==> src/rtl/muldiv_sequencer_if.sv <==
// Handshake, result and ALU time-share signals between the pipeline and muldiv_sequencer.
// The slave modport is the sequencer's view; master is the pipeline/ALU side.
interface muldiv_sequencer_if #(
    parameter int unsigned DATA_WIDTH = 32
);
    logic                  start_i;
    logic                  op_i;
    logic [DATA_WIDTH-1:0] rs_i;
    logic [DATA_WIDTH-1:0] rt_i;
    logic                  busy_o;
    logic                  done_o;
    logic                  div_by_zero_o;
    logic [DATA_WIDTH-1:0] hi_o;
    logic [DATA_WIDTH-1:0] lo_o;
    logic [3:0]            alu_operation_o;
    logic [DATA_WIDTH-1:0] alu_a_o;
    logic [DATA_WIDTH-1:0] alu_b_o;
    logic [DATA_WIDTH-1:0] alu_data_i;

    modport slave (
        input  start_i,
        input  op_i,
        input  rs_i,
        input  rt_i,
        input  alu_data_i,
        output busy_o,
        output done_o,
        output div_by_zero_o,
        output hi_o,
        output lo_o,
        output alu_operation_o,
        output alu_a_o,
        output alu_b_o
    );

    modport master (
        output start_i,
        output op_i,
        output rs_i,
        output rt_i,
        output alu_data_i,
        input  busy_o,
        input  done_o,
        input  div_by_zero_o,
        input  hi_o,
        input  lo_o,
        input  alu_operation_o,
        input  alu_a_o,
        input  alu_b_o
    );
endinterface

==> src/rtl/muldiv_sequencer.sv <==
// Iterative unsigned MULTU/DIVU sequencer: one shift-add or restoring-divide step per clock,
// borrowing the shared single-cycle ALU for the add/subtract of each step.
module muldiv_sequencer #(
    parameter int unsigned DATA_WIDTH = 32,
    parameter logic [3:0]  ADD_OP     = 4'b0011,
    parameter logic [3:0]  SUB_OP     = 4'b0101
) (
    input logic               clk,
    input logic               reset,
    muldiv_sequencer_if.slave bus
);

    localparam int unsigned CntW = (DATA_WIDTH > 1) ? $clog2(DATA_WIDTH) : 1;
    localparam logic [CntW-1:0] LastCnt = CntW'(DATA_WIDTH - 1);

    typedef enum logic [1:0] {StIdle, StRun, StDone} state_e;

    state_e                r_state;
    logic                  r_op;
    logic [DATA_WIDTH-1:0] r_opd;
    logic [DATA_WIDTH-1:0] r_hi;
    logic [DATA_WIDTH-1:0] r_lo;
    logic [CntW-1:0]       r_count;
    logic                  r_dbz;

    state_e                w_state_next;
    logic                  w_op_next;
    logic [DATA_WIDTH-1:0] w_opd_next;
    logic [DATA_WIDTH-1:0] w_hi_next;
    logic [DATA_WIDTH-1:0] w_lo_next;
    logic [CntW-1:0]       w_count_next;
    logic                  w_dbz_next;

    logic [3:0]            w_alu_op;
    logic [DATA_WIDTH-1:0] w_alu_a;
    logic [DATA_WIDTH-1:0] w_alu_b;
    logic [DATA_WIDTH-1:0] w_sum;
    logic                  w_carry;
    logic [DATA_WIDTH-1:0] w_sh;
    logic                  w_msb;

    always_ff @(posedge clk or negedge reset) begin
        if (!reset) begin
            r_state <= StIdle;
            r_op    <= 1'b0;
            r_opd   <= '0;
            r_hi    <= '0;
            r_lo    <= '0;
            r_count <= '0;
            r_dbz   <= 1'b0;
        end else begin
            r_state <= w_state_next;
            r_op    <= w_op_next;
            r_opd   <= w_opd_next;
            r_hi    <= w_hi_next;
            r_lo    <= w_lo_next;
            r_count <= w_count_next;
            r_dbz   <= w_dbz_next;
        end
    end

    always_comb begin
        w_state_next = r_state;
        w_op_next    = r_op;
        w_opd_next   = r_opd;
        w_hi_next    = r_hi;
        w_lo_next    = r_lo;
        w_count_next = r_count;
        w_dbz_next   = r_dbz;
        w_alu_op     = ADD_OP;
        w_alu_a      = '0;
        w_alu_b      = '0;
        w_sum        = r_hi;
        w_carry      = 1'b0;
        // Divide step shifts the next dividend bit out of LO into the partial remainder.
        w_sh         = {r_hi[DATA_WIDTH-2:0], r_lo[DATA_WIDTH-1]};
        w_msb        = r_hi[DATA_WIDTH-1];

        case (r_state)
            StIdle: begin
                if (bus.start_i) begin
                    w_op_next  = bus.op_i;
                    w_opd_next = bus.rt_i;
                    w_hi_next  = '0;
                    w_lo_next  = bus.rs_i;
                    if (bus.op_i && (bus.rt_i == '0)) begin
                        w_state_next = StDone;
                        w_hi_next    = bus.rs_i;
                        w_lo_next    = '1;
                        w_dbz_next   = 1'b1;
                    end else begin
                        w_state_next = StRun;
                        w_count_next = '0;
                        w_dbz_next   = 1'b0;
                    end
                end
            end

            StRun: begin
                w_count_next = r_count + CntW'(1);
                if (r_count == LastCnt) begin
                    w_state_next = StDone;
                end
                if (!r_op) begin
                    w_alu_op = ADD_OP;
                    w_alu_a  = r_hi;
                    w_alu_b  = r_opd;
                    if (r_lo[0]) begin
                        w_sum   = bus.alu_data_i;
                        // Unsigned wrap of the ALU sum recovers the carry-out.
                        w_carry = (bus.alu_data_i < r_hi);
                    end
                    w_hi_next = {w_carry, w_sum[DATA_WIDTH-1:1]};
                    w_lo_next = {w_sum[0], r_lo[DATA_WIDTH-1:1]};
                end else begin
                    w_alu_op = SUB_OP;
                    w_alu_a  = w_sh;
                    w_alu_b  = r_opd;
                    if (w_msb || (w_sh >= r_opd)) begin
                        w_hi_next = bus.alu_data_i;
                        w_lo_next = {r_lo[DATA_WIDTH-2:0], 1'b1};
                    end else begin
                        w_hi_next = w_sh;
                        w_lo_next = {r_lo[DATA_WIDTH-2:0], 1'b0};
                    end
                end
            end

            StDone: begin
                w_state_next = StIdle;
            end

            default: begin
                w_state_next = StIdle;
            end
        endcase
    end

    assign bus.busy_o          = (r_state != StIdle);
    assign bus.done_o          = (r_state == StDone);
    assign bus.div_by_zero_o   = r_dbz;
    assign bus.hi_o            = r_hi;
    assign bus.lo_o            = r_lo;
    assign bus.alu_operation_o = w_alu_op;
    assign bus.alu_a_o         = w_alu_a;
    assign bus.alu_b_o         = w_alu_b;

endmodule

==> src/flat_wrapper.sv <==
// flat-port wrapper written by rule: the top's interface ports become plain ports
module muldiv_sequencer_flat 
#(
    parameter int unsigned DATA_WIDTH = 32,
    parameter logic [3:0]  ADD_OP     = 4'b0011,
    parameter logic [3:0]  SUB_OP     = 4'b0101
)
  (clk, reset, bus_start_i, bus_op_i, bus_rs_i, bus_rt_i, bus_alu_data_i, bus_busy_o, bus_done_o, bus_div_by_zero_o, bus_hi_o, bus_lo_o, bus_alu_operation_o, bus_alu_a_o, bus_alu_b_o);
  muldiv_sequencer_if #(.DATA_WIDTH(DATA_WIDTH)) bus_i ();
  input logic clk;
  input logic reset;
  input wire logic [$bits(bus_i.start_i)-1:0] bus_start_i;
  input wire logic [$bits(bus_i.op_i)-1:0] bus_op_i;
  input wire logic [$bits(bus_i.rs_i)-1:0] bus_rs_i;
  input wire logic [$bits(bus_i.rt_i)-1:0] bus_rt_i;
  input wire logic [$bits(bus_i.alu_data_i)-1:0] bus_alu_data_i;
  output wire logic [$bits(bus_i.busy_o)-1:0] bus_busy_o;
  output wire logic [$bits(bus_i.done_o)-1:0] bus_done_o;
  output wire logic [$bits(bus_i.div_by_zero_o)-1:0] bus_div_by_zero_o;
  output wire logic [$bits(bus_i.hi_o)-1:0] bus_hi_o;
  output wire logic [$bits(bus_i.lo_o)-1:0] bus_lo_o;
  output wire logic [$bits(bus_i.alu_operation_o)-1:0] bus_alu_operation_o;
  output wire logic [$bits(bus_i.alu_a_o)-1:0] bus_alu_a_o;
  output wire logic [$bits(bus_i.alu_b_o)-1:0] bus_alu_b_o;
  assign bus_i.start_i = bus_start_i;
  assign bus_i.op_i = bus_op_i;
  assign bus_i.rs_i = bus_rs_i;
  assign bus_i.rt_i = bus_rt_i;
  assign bus_i.alu_data_i = bus_alu_data_i;
  assign bus_busy_o = bus_i.busy_o;
  assign bus_done_o = bus_i.done_o;
  assign bus_div_by_zero_o = bus_i.div_by_zero_o;
  assign bus_hi_o = bus_i.hi_o;
  assign bus_lo_o = bus_i.lo_o;
  assign bus_alu_operation_o = bus_i.alu_operation_o;
  assign bus_alu_a_o = bus_i.alu_a_o;
  assign bus_alu_b_o = bus_i.alu_b_o;
  muldiv_sequencer #(.DATA_WIDTH(DATA_WIDTH), .ADD_OP(ADD_OP), .SUB_OP(SUB_OP)) u_core (.clk(clk), .reset(reset), .bus(bus_i));
endmodule
==> config.mk <==
export PLATFORM = sky130hd
export DESIGN_NAME = muldiv_sequencer_flat
export DESIGN_NICKNAME = d
export VERILOG_FILES = /design/src/rtl/muldiv_sequencer_if.sv /design/src/rtl/muldiv_sequencer.sv /design/src/flat_wrapper.sv
export SDC_FILE = /design/constraint.sdc
export NUM_CORES = 1
export LEC_CHECK = 0
export CAP_MARGIN = 0
export CORE_ASPECT_RATIO = 1.75
export CORE_MARGIN = 3
export CORE_UTILIZATION = 50
export DETAILED_ROUTE_END_ITERATION = 8
export PLACE_DENSITY_LB_ADDON = 0.2
export SYNTH_ARGS = -nofsm -noshare
export SYNTH_HDL_FRONTEND = slang
export SYNTH_SLANG_ARGS = --single-unit
==> constraint.sdc <==
create_clock -name clk -period 4.3 [get_ports clk]
set_clock_uncertainty 0.15 [all_clocks]
set_input_delay 0.86 -clock clk [delete_from_list [all_inputs] [get_ports clk]]
set_output_delay 0.86 -clock clk [all_outputs]
set_load 0.01 [all_outputs]
==> results of run 1 <==
[flip-flops by register name, indices dropped and copies added (netlist names)]
register,flops
u_core.r_count,5
u_core.bus.div_by_zero_o,1
u_core.bus.hi_o,32
u_core.r_opd,32
u_core.r_op,1
u_core.bus.lo_o,32
u_core.r_state,2
[synth_stat cells (all sizes together), types with 3 or more instances]
master	instances	area, um2
a211oi	6	45.04
a21o	4	30.03
a21oi	58	290.3
a31oi	3	18.77
and4	3	26.28
buf	28	170.1
clkbuf	30	112.6
dfrtp	105	2628
ha	65	813.3
inv	74	277.8
mux2	24	270.3
mux2i	99	991.0
nand2	87	329.1
nand2b	4	25.02
nand3	5	25.02
nand4	7	43.79
nor2	80	302.8
nor2b	3	18.77
nor3	4	20.02
nor4	13	81.33
o211ai	3	22.52
o21ai	104	520.5
o22a	7	61.31
o22ai	61	381.6
or2	4	25.02
[metal layers]
metal  track usage  share of wire  up-vias
li1              -              -     3640
met1        0.3623           0.40     3681
met2        0.5036           0.50      295
met3       0.04325          0.062       67
met4        0.1243          0.040        0
met5             0              0        -
[cell families (layout without fill, tap and decap cells)]
family          Yosys count  in the layout  share of synthesized area
fa+ha+maj                65             65                     0.1050
buf+inv                 132            340                    0.07237
simple gates            222            222                     0.1292
other cells               2              3                  0.0009697
flops                   105            105                     0.3393
xor+xnor                  1              1                   0.001131
compound gates          257            257                     0.1892
mux                     123            123                     0.1628
[final timing paths]
path	start	endpoint	slack (ns)	depth (start not counted)
hold / removal	reset	u_core.r_opd[21]$_DFFE_PN0P_	0.33	1
setup reg to reg	u_core.bus.lo_o[31]$_DFFE_PN0P_	u_core.bus.hi_o[6]$_DFFE_PN0P_	1.35	10
min in group clk	u_core.bus.div_by_zero_o$_DFFE_PN0P_	u_core.bus.div_by_zero_o$_DFFE_PN0P_	0.38	1
max in group asynchronous	reset	u_core.bus.hi_o[17]$_DFFE_PN0P_	2.95	2
hold reg to reg	u_core.bus.div_by_zero_o$_DFFE_PN0P_	u_core.bus.div_by_zero_o$_DFFE_PN0P_	0.38	1
setup / recovery	u_core.r_state[0]$_DFFE_PN0P_	bus_alu_a_o[9]	0.73	4
[final cells by class]
type	instances	area share
Antenna cell	1	0.0002388
Clock buffer	10	0.02185
Clock inverter	6	0.004179
Inverter	74	0.02650
Multi-Input combinational cell	670	0.4376
Sequential cell	105	0.2512
Tap cell	183	0.02185
Timing Repair Buffer	250	0.2366
[per-stage QoR]
step                      instance area, um2  worst slack (ns)
final                                  10480            0.7251
after CTS                              10480            0.7296
after global routing                   10480            0.5517
after floorplan                         7745             1.781
after detailed placement               10200            0.9178
after global placement                 10200            0.9558
[worst reg2reg max path: stages (launching register included)]
cell                       delay (ns)
sky130_fd_sc_hd__dfrtp_1         0.42
sky130_fd_sc_hd__inv_1           0.18
sky130_fd_sc_hd__ha_1            0.25
sky130_fd_sc_hd__nand2b_1        0.15
sky130_fd_sc_hd__a211oi_1        0.23
sky130_fd_sc_hd__o211a_1         0.18
sky130_fd_sc_hd__o311ai_1        0.18
sky130_fd_sc_hd__a21oi_4         0.17
sky130_fd_sc_hd__buf_4           0.52
sky130_fd_sc_hd__mux2i_1         0.28
sky130_fd_sc_hd__o21ai_0         0.10
[power breakdown]
part           total, mW  switching [mW]  leakage (nW)  internal, mW
sequential          2.17           0.689          1.27          1.48
combinational       5.34            2.57          3.17          2.77
clock              0.781           0.384         0.133         0.397
==> summary.md, run 1 <==
| Metric | Value |
|---|---|
| Status | completed |
| Initial antenna violation count | 1 |
| Pins Over Slew Limit | 0 |
| Most used cells in the layout excluding fill and tap cells | sky130_fd_sc_hd__clkdlybuf4s50_1, sky130_fd_sc_hd__dfrtp_1, sky130_fd_sc_hd__mux2i_1 |
| Pin count of the biggest net entering global routing | 47 |
| Insertion delay to the later sink of the worst-skew pair | approximately 0.35 ns |
| Post-detailed-routing wire length | 25.47 mm |
| Clock-pin slew reported for the worst setup and hold paths after clock tree synthesis | about 0.08 ns |
| Critical path class | flip-flop to primary output |
| Number of instances in the synthesized netlist | 907 |
| # H-tree levels | 3 |
| Most common cell after layout, fill and taps aside | sky130_fd_sc_hd__clkdlybuf4s50_1 |
| WL/cell | about 20 um |
| Number of distinct standard cells referenced by the synthesized netlist | 53 |
| Initial Util | 0.5143 |
| Fraction of final layout cells with drive strength greater than 1 | 0.06457 |
| TritonCTS clock tree | done |
| NumNets Final | 1275 |
| CTS Hold Buffers Added | 0 |
| Dominant synthesized flop cell | sky130_fd_sc_hd__dfrtp_1 |
| Worst EP required | between 3 and 4 ns |
| # fillers | approximately 1300 |
| Die area | between 0.015 and 0.02 mm2 |
| Biggest fanout along the worst timing path | 44 |
| GPL Wtd Cong | between 0.9 and 1 |
| Setup repair after global routing missed its margin | false |
| Per-cell via count in the routed design | roughly 5.9 |
| CTS root buf | sky130_fd_sc_hd__clkbuf_16 |
| Minimum period implied by the final worst setup slack | between 3 and 4 ns |
| Fin crit share | 0.8314 |
| Final Total Pwr | 8.285 mW |
| Final setup fails | 0 |
| Std cell rows | 59 |
| CTS resizes | 0 |
| Sum of overflow across all layers after global routing | 0 |
| Synthesis warning total | 0 |
| Critical Path Slowest Stage Cell | sky130_fd_sc_hd__dfrtp_1 |
| Total via count after detailed routing | between 7000 and 8000 |
| Kind of capture point of the worst setup path | primary output |
| Share of synthesized area occupied by flip-flops and latches | 0.3393 |
| Class of the tightest hold or removal check | primary input to async pin |
| Number of iterations in the first detailed-routing pass | 5 |
| Clock Tree Buf Depth | 2 |
| Non-filler cells, final | 1299 |
| Power density over the cells | about 800 mW/mm2 |
| Number of flops mapped to enable cells by yosys | 0 |
| Number of clock sinks seen by CTS | approximately 110 |
| Number of remaining DRC errors | 0 |
| Post-route core utilization | 0.6959 |
| Wire length of the first global-routing pass | 39.84 mm |
| Synth Net Count | 1072 |
| Area taken by flip-flops and latches | approximately 0.0026 mm2 |
| Area of the core region | roughly 0.015 mm2 |
| Starting DRT DRC Count | about 360 |
| Post-synth ARST share | 1.000 |
| Max Cap Violations | 0 |
| Normalized max-slew margin | 0.4535 |
| Number of top-level pins | 235 |
| Count of state elements after synthesis | 105 |
| Vertical extent of the die | roughly 170 um |
| Largest delay share family, worst path | buffers and inverters |
| Antenna Violating Nets Remaining | 0 |
| Setup TNS | 0 ns |
| Die boundary width | approximately 100 um |
| GRT Resource Usage Total | 0.2923 |
| Tightest hold margin | between 0.3 and 0.4 ns |
| Hpwl dp | just under 20 mm |
| Synthesized area per cell | between 8 and 9 um2 |
| Clock buffers created by TritonCTS | 9 |
| Area grow syn2layout | 35.32% |
| Crit path largest cell delay | around 0.70 ns |
| Vias in the first global route | approximately 7700 |
| Leakage component of the power | approximately 4.6 nW |
| Mapped Area | ~0.0077 mm2 |
| Buffers and inverters on the worst path | 2 |
| Highest attainable clock frequency | between 200 and 300 MHz |
| Largest voltage drop on the vdd net | roughly 0.39 mV |
| Data arrival time of the critical path | approximately 2.6 ns |
| Area of the multi-input gates | approximately 0.0046 mm2 |
| Critical Path Start Type | flip-flop |
| Placed cell count | roughly 1300 |
| Critical-path cell list | nand2b_4, buf_4, nor2_1, clkdlybuf4s50_1 |
| Count of input and output buffers | 232 |
| Post-CTS Repair Setup Buffers | 0 |
| Actual transition at the worst max-transition pin | between 0.8 and 0.9 ns |
| Number of failing hold endpoints at the final stage | 0 |
Note: power is estimated with default switching activity, not from simulation.
==> inputs of run 2 (changes only) <==
Settings changed: CORE_UTILIZATION 50 to 44.
Clock period 4.3 ns to 3.2 ns, I/O delays scaled along.
==> run 2 against run 1 <==
Final area increased by 2.3%. First-iteration DRC count shrank 6.3%. Die area grew 13%. Hold slack got worse by 0.17 ns. Largest cell class unchanged. Wire length rose by 2.8%. Sequential cell count unchanged. Clock power up 63%. Cell count rose by 4.0%. Non-clock buffer count rose by 8. Power grew 38%.
==> summary.md, run 2 (synthesis results as in run 1) <==
| Metric | Value |
|---|---|
| Vertical extent of the die | 181.5 um (was 170.6 um) |
| Setup repair after global routing missed its margin | false (unchanged) |
| Crit path largest cell delay | 0.98 ns (was 0.70 ns) |
| Worst r2r dst | u_core.bus.hi_o[9]$_DFFE_PN0P_ (was u_core.bus.hi_o[6]$_DFFE_PN0P_) |
| Buffers and inverters on the worst path | 1 (was 2) |
| Depth of the most critical reg-to-reg path | 9 (was 10) |
| Sum of overflow across all layers after global routing | 0 (unchanged) |
| Insertion delay to the later sink of the worst-skew pair | 0.36 ns (was 0.35 ns) |
| Final setup fails | 0 (unchanged) |
| Antenna Violating Nets Remaining | 0 (unchanged) |
| Post-CTS Repair Setup Buffers | 0 (unchanged) |
| Area of the core region | 0.01711 mm2 (was 0.01506 mm2) |
| Total via count after detailed routing | 7621 (was 7683) |
| Post-detailed-routing wire length | 26.18 mm (was 25.47 mm) |
| Clock-pin slew reported for the worst setup and hold paths after clock tree synthesis | 0.08 ns (about the same) |
| Most used cells in the layout excluding fill and tap cells | sky130_fd_sc_hd__clkdlybuf4s50_1, sky130_fd_sc_hd__dfrtp_1, sky130_fd_sc_hd__mux2i_1 (unchanged) |
| Std cell rows | 63 (was 59) |
| Total non-filler cell area in the finished layout | 0.01072 mm2 (was 0.01048 mm2) |
| Die boundary width | 106.3 um (was 100.1 um) |
| Number of failing hold endpoints at the final stage | 0 (unchanged) |
| Area grow syn2layout | 38.42% (was 35.32%) |
| Per-cell via count in the routed design | 5.641 (was 5.915) |
| Area taken by flip-flops and latches | 0.002633 mm2 (unchanged) |
| Number of clock sinks seen by CTS | 105 (unchanged) |
| Fin crit share | 0.9670 |
| Clock Tree Buf Depth | 2 (unchanged) |
| Critical Path Slowest Stage Cell | sky130_fd_sc_hd__dfrtp_4 (was sky130_fd_sc_hd__dfrtp_1) |
| Power density over the cells | 1069 mW/mm2 (was 790.5 mW/mm2) |
| Launch instance of the worst register-to-register path | u_core.bus.hi_o[18]$_DFFE_PN0P_ (was u_core.bus.lo_o[31]$_DFFE_PN0P_) |
| GRT Resource Usage Total | 0.2690 (was 0.2923) |
| CTS root buf | sky130_fd_sc_hd__clkbuf_16 (unchanged) |
| Final Total Pwr | 11.46 mW (was 8.285 mW) |
| Busiest layer in global routing | met2 (unchanged) |
| Pre-CTS worst setup slack | 0.002207 ns (was 0.9178 ns) |
| Status | completed (unchanged) |
| Biggest fanout along the worst timing path | 48 (was 44) |
| Die area | 0.01929 mm2 (was 0.01708 mm2) |
| Number of top-level pins | 235 (unchanged) |
| Starting DRT DRC Count | 341 (was 364) |
| Setup ws final | 0.1056 ns (was 0.7251 ns) |
| Kind of capture point of the worst setup path | primary output (unchanged) |
| Area of the multi-input gates | 0.004586 mm2 (unchanged) |
| Count of input and output buffers | 232 (unchanged) |
| GRT met2 Usage | 0.4699 (was 0.5036) |
| GPL Wtd Cong | 0.9158 (was 0.9067) |
| Met1 Resource Use GR | 0.3260 (was 0.3623) |
| Pins Over Slew Limit | 0 (unchanged) |
| Critical-path cell list | mux2i_1, nor2_1, clkdlybuf4s50_1 (was nand2b_4, buf_4, nor2_1, clkdlybuf4s50_1) |
| Worst EP required | 2.41 ns (was 3.29 ns) |
| WL/cell | 19.38 um (was 19.61 um) |
| Wire length of the first global-routing pass | 41.36 mm (was 39.84 mm) |
| Leakage component of the power | 4.655 nW (was 4.570 nW) |
| # fillers | 1551 (was 1268) |
| Class of the tightest hold or removal check | primary input to async pin (unchanged) |
| Setup TNS | 0 ns (unchanged) |
| Vias in the first global route | 7734 (was 7695) |
| Clock buffers created by TritonCTS | 9 (unchanged) |
| Pin count of the biggest net entering global routing | 53 (was 47) |
| Hpwl dp | 19.94 mm (was 19.25 mm) |
| Data arrival time of the critical path | 2.30 ns (was 2.56 ns) |
| Largest voltage drop on the vdd net | 0.5724 mV (was 0.3908 mV) |
| Global routing met3 resource utilization | 0.04589 (was 0.04325) |
| Critical path class | flip-flop to primary output (unchanged) |
| Number of remaining DRC errors | 0 (unchanged) |
| Most common cell after layout, fill and taps aside | sky130_fd_sc_hd__clkdlybuf4s50_1 (unchanged) |
| Minimum period implied by the final worst setup slack | just over 3 ns |
| NumNets Final | 1283 (was 1275) |
| Initial antenna violation count | 1 (unchanged) |
| TritonCTS clock tree | done (unchanged) |
| Reg2Reg Setup Slack | 0.50 ns (was 1.35 ns) |
| Actual transition at the worst max-transition pin | 0.8434 ns (was 0.8188 ns) |
| # H-tree levels | 3 (unchanged) |
| Total cell area at the placement stage | 0.01038 mm2 (was 0.01020 mm2) |
| Number of iterations in the first detailed-routing pass | 4 (was 5) |
| Normalized max-slew margin | 0.4378 (was 0.4535) |
| Max Cap Violations | 0 (unchanged) |
| CTS resizes | 0 (unchanged) |
| Critical Path Start Type | flip-flop (unchanged) |
| Fraction of final layout cells with drive strength greater than 1 | 0.07213 (was 0.06457) |
| CTS Hold Buffers Added | 0 (unchanged) |
| Initial Util | 0.4528 (was 0.5143) |
| Highest attainable clock frequency | ~320 MHz |
| Largest delay share family, worst path | flip-flops (was buffers and inverters) |
## run 2: cell count changes in the layout (fill, tap and decap cells not counted), sizes merged
cell,delta
bufinv,+2
buf,+8
inv,+1
clkinv,-3
## run 2: cell type report
class,instances,area share
Tap cell,227,0.02649
Antenna cell,1,0.0002334
Timing Repair Buffer,258,0.2428
Sequential cell,105,0.2456
Multi-Input combinational cell,670,0.4278
Clock inverter,6,0.008987
Clock buffer,10,0.02229
Inverter,74,0.02591
## run 2: through the flow
step / cells / hold WS (ns) / utilization
5_1_grt: 1351 / 0.2012 / 0.6267
4_1_cts: 1350 / 0.1867 / 0.6266
2_1_floorplan: 907 / 0.1944 / -
3_3_place_gp: 1334 / 0.3193 / 0.6070
6_report: 1351 / 0.1570 / 0.6267
3_5_place_dp: 1334 / 0.3244 / 0.6070
## run 2: worst max path at each step
stage / start / endpoint / slack, ns / cells after the start
floorplan: u_core.bus.hi_o[4]$_DFFE_PN0P_ / u_core.bus.hi_o[1]$_DFFE_PN0P_ / 0.83 / 10
global placement: bus_rt_i[4] / u_core.bus.hi_o[24]$_DFFE_PN0P_ / 0.12 / 9
detailed placement: bus_rt_i[4] / u_core.bus.lo_o[27]$_DFFE_PN0P_ / 0.002 / 9
CTS: u_core.r_op$_DFFE_PN0P_ / bus_alu_a_o[26] / 0.11 / 3
global route: u_core.r_op$_DFFE_PN0P_ / bus_alu_a_o[26] / 0.02 / 3
finish: u_core.r_op$_DFFE_PN0P_ / bus_alu_a_o[26] / 0.11 / 3
## run 2: power breakdown
part	internal, mW	switching [mW]
combinational	3.81	3.39
sequential	1.98	1.01
clock	0.720	0.550
## run 2: metal layers
metal,part of all wire,up-vias,routed length [um]
met5,0,-,0
met4,0.032,0,834
met3,0.046,49,1203
met2,0.51,223,13400
met1,0.41,3683,10740
li1,-,3666,-
## run 2: worst register-to-register path: cells and delay by family (launching register included)
family	cells	cell delay, ns
AO/OA/AOI/OAI	6	1.05
multiplexers	1	0.24
buffers and inverters	1	0.28
flip-flops	1	0.47
adder cells (fa/ha/maj)	1	0.34
==> inputs of run 3 (changes only) <==
Settings changed: CAP_MARGIN 0 to 10, HOLD_SLACK_MARGIN from default to 0.1, PLACE_DENSITY from default to 0.79, PLACE_DENSITY_LB_ADDON 0.2 to default.
==> run 3 against run 2 <==
Die area stayed put. Via count is 1.6% higher. Clock power hardly changed. Hold slack worse by 0.043 ns. Sequential share of layout area is 0.10 points higher. Clock-buffer cell count is 2 higher. First-iteration DRC count is 29% higher. Critical endpoint is now bus_alu_a_o[31].
==> summary.md, run 3 (synthesis results as in run 1) <==
| Metric | Value |
|---|---|
| Fraction of final layout cells with drive strength greater than 1 | 0.07378 (was 0.07213) |
| Critical Path Start Type | flip-flop (unchanged) |
| Max Cap Violations | 0 (unchanged) |
| Die area | 0.01929 mm2 (unchanged) |
| Worst EP required | 2.41 ns (about the same) |
| Status | completed (unchanged) |
| GPL Wtd Cong | 0.8845 (was 0.9158) |
| CTS root buf | sky130_fd_sc_hd__clkbuf_16 (unchanged) |
| TritonCTS clock tree | done (unchanged) |
| Wire length of the first global-routing pass | 42.38 mm (was 41.36 mm) |
| Setup repair after global routing missed its margin | false (unchanged) |
| Biggest fanout along the worst timing path | 43 (was 48) |
| Area grow syn2layout | 37.83% (was 38.42%) |
| Critical path class | flip-flop to primary output (unchanged) |
| Setup TNS | 0 ns (unchanged) |
| Actual transition at the worst max-transition pin | 0.7734 ns (was 0.8434 ns) |
| Setup ws final | 0.1729 ns (was 0.1056 ns) |
| Std cell rows | 63 (unchanged) |
| Insertion delay to the later sink of the worst-skew pair | 0.36 ns (about the same) |
| Post-detailed-routing wire length | 26.67 mm (was 26.18 mm) |
| Most common cell after layout, fill and taps aside | sky130_fd_sc_hd__clkdlybuf4s50_1 (unchanged) |
| Initial antenna violation count | 5 (was 1) |
| Initial Util | 0.4528 (unchanged) |
| Placed cell count | 1336 (was 1334) |
| Power density over the cells | 1076 mW/mm2 (was 1069 mW/mm2) |
| Launch instance of the worst register-to-register path | u_core.bus.hi_o[4]$_DFFE_PN0P_ (was u_core.bus.hi_o[18]$_DFFE_PN0P_) |
| Pin count of the biggest net entering global routing | 65 (was 53) |
| Number of clock sinks seen by CTS | 105 (unchanged) |
| Total via count after detailed routing | 7741 (was 7621) |
| Vias in the first global route | 7929 (was 7734) |
| Normalized max-slew margin | 0.4844 (was 0.4378) |
| Non-filler cells, final | 1357 (was 1351) |
| Data arrival time of the critical path | 2.24 ns (was 2.30 ns) |
| Post-CTS Repair Setup Buffers | 0 (unchanged) |
| Antenna Violating Nets Remaining | 0 (unchanged) |
| CTS resizes | 0 (unchanged) |
| Minimum period implied by the final worst setup slack | 3.027 ns (was 3.094 ns) |
| Total net switching power | 4.975 mW (was 4.952 mW) |
| Highest attainable clock frequency | 330.3 MHz (was 323.2 MHz) |
| Area of the core region | 0.01711 mm2 (unchanged) |
| Number of top-level pins | 235 (unchanged) |
| Int Power | 6.513 mW (was 6.508 mW) |
| Clock buffers created by TritonCTS | 9 (unchanged) |
| Number of failing hold endpoints at the final stage | 0 (unchanged) |
| Combinational power share | 0.637 (was 0.628) |
| WL/cell | 19.66 um (was 19.38 um) |
| Leakage component of the power | 4.648 nW (was 4.655 nW) |
| Reg2Reg Setup Slack | 0.23 ns (was 0.50 ns) |
| Share of power burned in the clock network | 0.110 (was 0.111) |
| Worst r2r dst | u_core.bus.hi_o[7]$_DFFE_PN0P_ (was u_core.bus.hi_o[9]$_DFFE_PN0P_) |
| Number of remaining DRC errors | 0 (unchanged) |
| Clock-pin slew reported for the worst setup and hold paths after clock tree synthesis | 0.07 ns (was 0.08 ns) |
| Final setup fails | 0 (unchanged) |
| # fillers | 1511 (was 1551) |
| Pins Over Slew Limit | 0 (unchanged) |
| Starting DRT DRC Count | 441 (was 341) |
| Depth of the most critical reg-to-reg path | 9 (unchanged) |
| CTS Hold Buffers Added | 0 (unchanged) |
| Kind of capture point of the worst setup path | primary output (unchanged) |
| Vertical extent of the die | 181.5 um (unchanged) |
| Pre-CTS worst setup slack | 0.08919 ns (was 0.002207 ns) |
| NumNets Final | 1285 (was 1283) |
| Hpwl dp | 20.35 mm (was 19.94 mm) |
| Sum of overflow across all layers after global routing | 0 (unchanged) |
| Class of the tightest hold or removal check | primary input to async pin (unchanged) |
| Count of input and output buffers | 232 (unchanged) |
| GRT Resource Usage Total | 0.2737 (was 0.2690) |
| # H-tree levels | 3 (unchanged) |
| Relative contribution of sequential cells to total power | 0.252 (was 0.261) |
| Largest voltage drop on the vdd net | 0.5230 mV (was 0.5724 mV) |
| Per-cell via count in the routed design | 5.704 (was 5.641) |
| Fin crit share | 0.9460 (was 0.9670) |
| Die boundary width | 106.3 um (unchanged) |
| Number of iterations in the first detailed-routing pass | 6 (was 4) |
| Share of total power consumed by net switching | 0.4331 (was 0.4321) |
| Clock Tree Buf Depth | 2 (unchanged) |
| Most used cells in the layout excluding fill and tap cells | sky130_fd_sc_hd__clkdlybuf4s50_1, sky130_fd_sc_hd__dfrtp_1, sky130_fd_sc_hd__mux2i_1 (unchanged) |
| Tightest hold margin | 0.1144 ns (was 0.1570 ns) |
==> run 3: final cells by class <==
class | instances | area (um2) | area share
Multi-Input combinational cell | 670 | 4586 | 0.4296
Sequential cell | 105 | 2633 | 0.2466
Timing Repair Buffer | 260 | 2542 | 0.2382
Tap cell | 227 | 284.0 | 0.02661
Inverter | 74 | 277.8 | 0.02602
Clock buffer | 12 | 266.5 | 0.02496
Clock inverter | 4 | 73.82 | 0.006915
Antenna cell | 5 | 12.51 | 0.001172
==> run 3: through the flow <==
stage	total power, mW	instance area, um2	util
5_1_grt	12.35	10680	0.6241
3_3_place_gp	9.976	10320	0.6035
2_1_floorplan	7.011	7745	-
6_report	11.49	10680	0.6241
4_1_cts	11.50	10660	0.6234
3_5_place_dp	10.19	10320	0.6035
==> run 3: routing by layer <==
| metal | wire (um) | up-vias | track usage |
|---|---|---|---|
| met1 | 10240 | 3763 | 0.3193 |
| met2 | 14160 | 266 | 0.4928 |
| li1 | - | 3661 | - |
| met5 | 0 | - | 0 |
| met3 | 1317 | 51 | 0.03664 |
| met4 | 952 | 0 | 0.1214 |
==> run 3: how the worst max path moves through the flow <==
stage / from / to / slack [ns] / cells past startpoint
after floorplan: u_core.bus.hi_o[4]$_DFFE_PN0P_ / u_core.bus.hi_o[1]$_DFFE_PN0P_ / 0.83 / 10
after global placement: bus_rt_i[4] / u_core.bus.lo_o[26]$_DFFE_PN0P_ / 0.15 / 9
after detailed placement: bus_rt_i[4] / u_core.bus.hi_o[23]$_DFFE_PN0P_ / 0.09 / 9
after CTS: u_core.r_op$_DFFE_PN0P_ / bus_alu_a_o[0] / 0.19 / 3
after global routing: u_core.r_op$_DFFE_PN0P_ / bus_alu_a_o[31] / 0.08 / 3
final: u_core.r_op$_DFFE_PN0P_ / bus_alu_a_o[31] / 0.17 / 3
==> run 3: worst max-delay path, cell delays in order (launching register included) <==
cell	delay (ns)
sky130_fd_sc_hd__dfrtp_4	0.94
sky130_fd_sc_hd__mux2i_1	0.17
sky130_fd_sc_hd__nor2_1	0.19
sky130_fd_sc_hd__clkdlybuf4s50_1	0.57
==> run 3: power by group through the flow <==
stage          logic (mW)  clock network [mW]  registers, mW
3_5_place_dp         7.28                   0           2.91
4_1_cts              7.34                1.28           2.88
5_1_grt              8.04                1.32           2.99
3_3_place_gp         7.09                   0           2.89
2_1_floorplan        4.31                   0           2.70
6_report             7.32                1.27           2.90
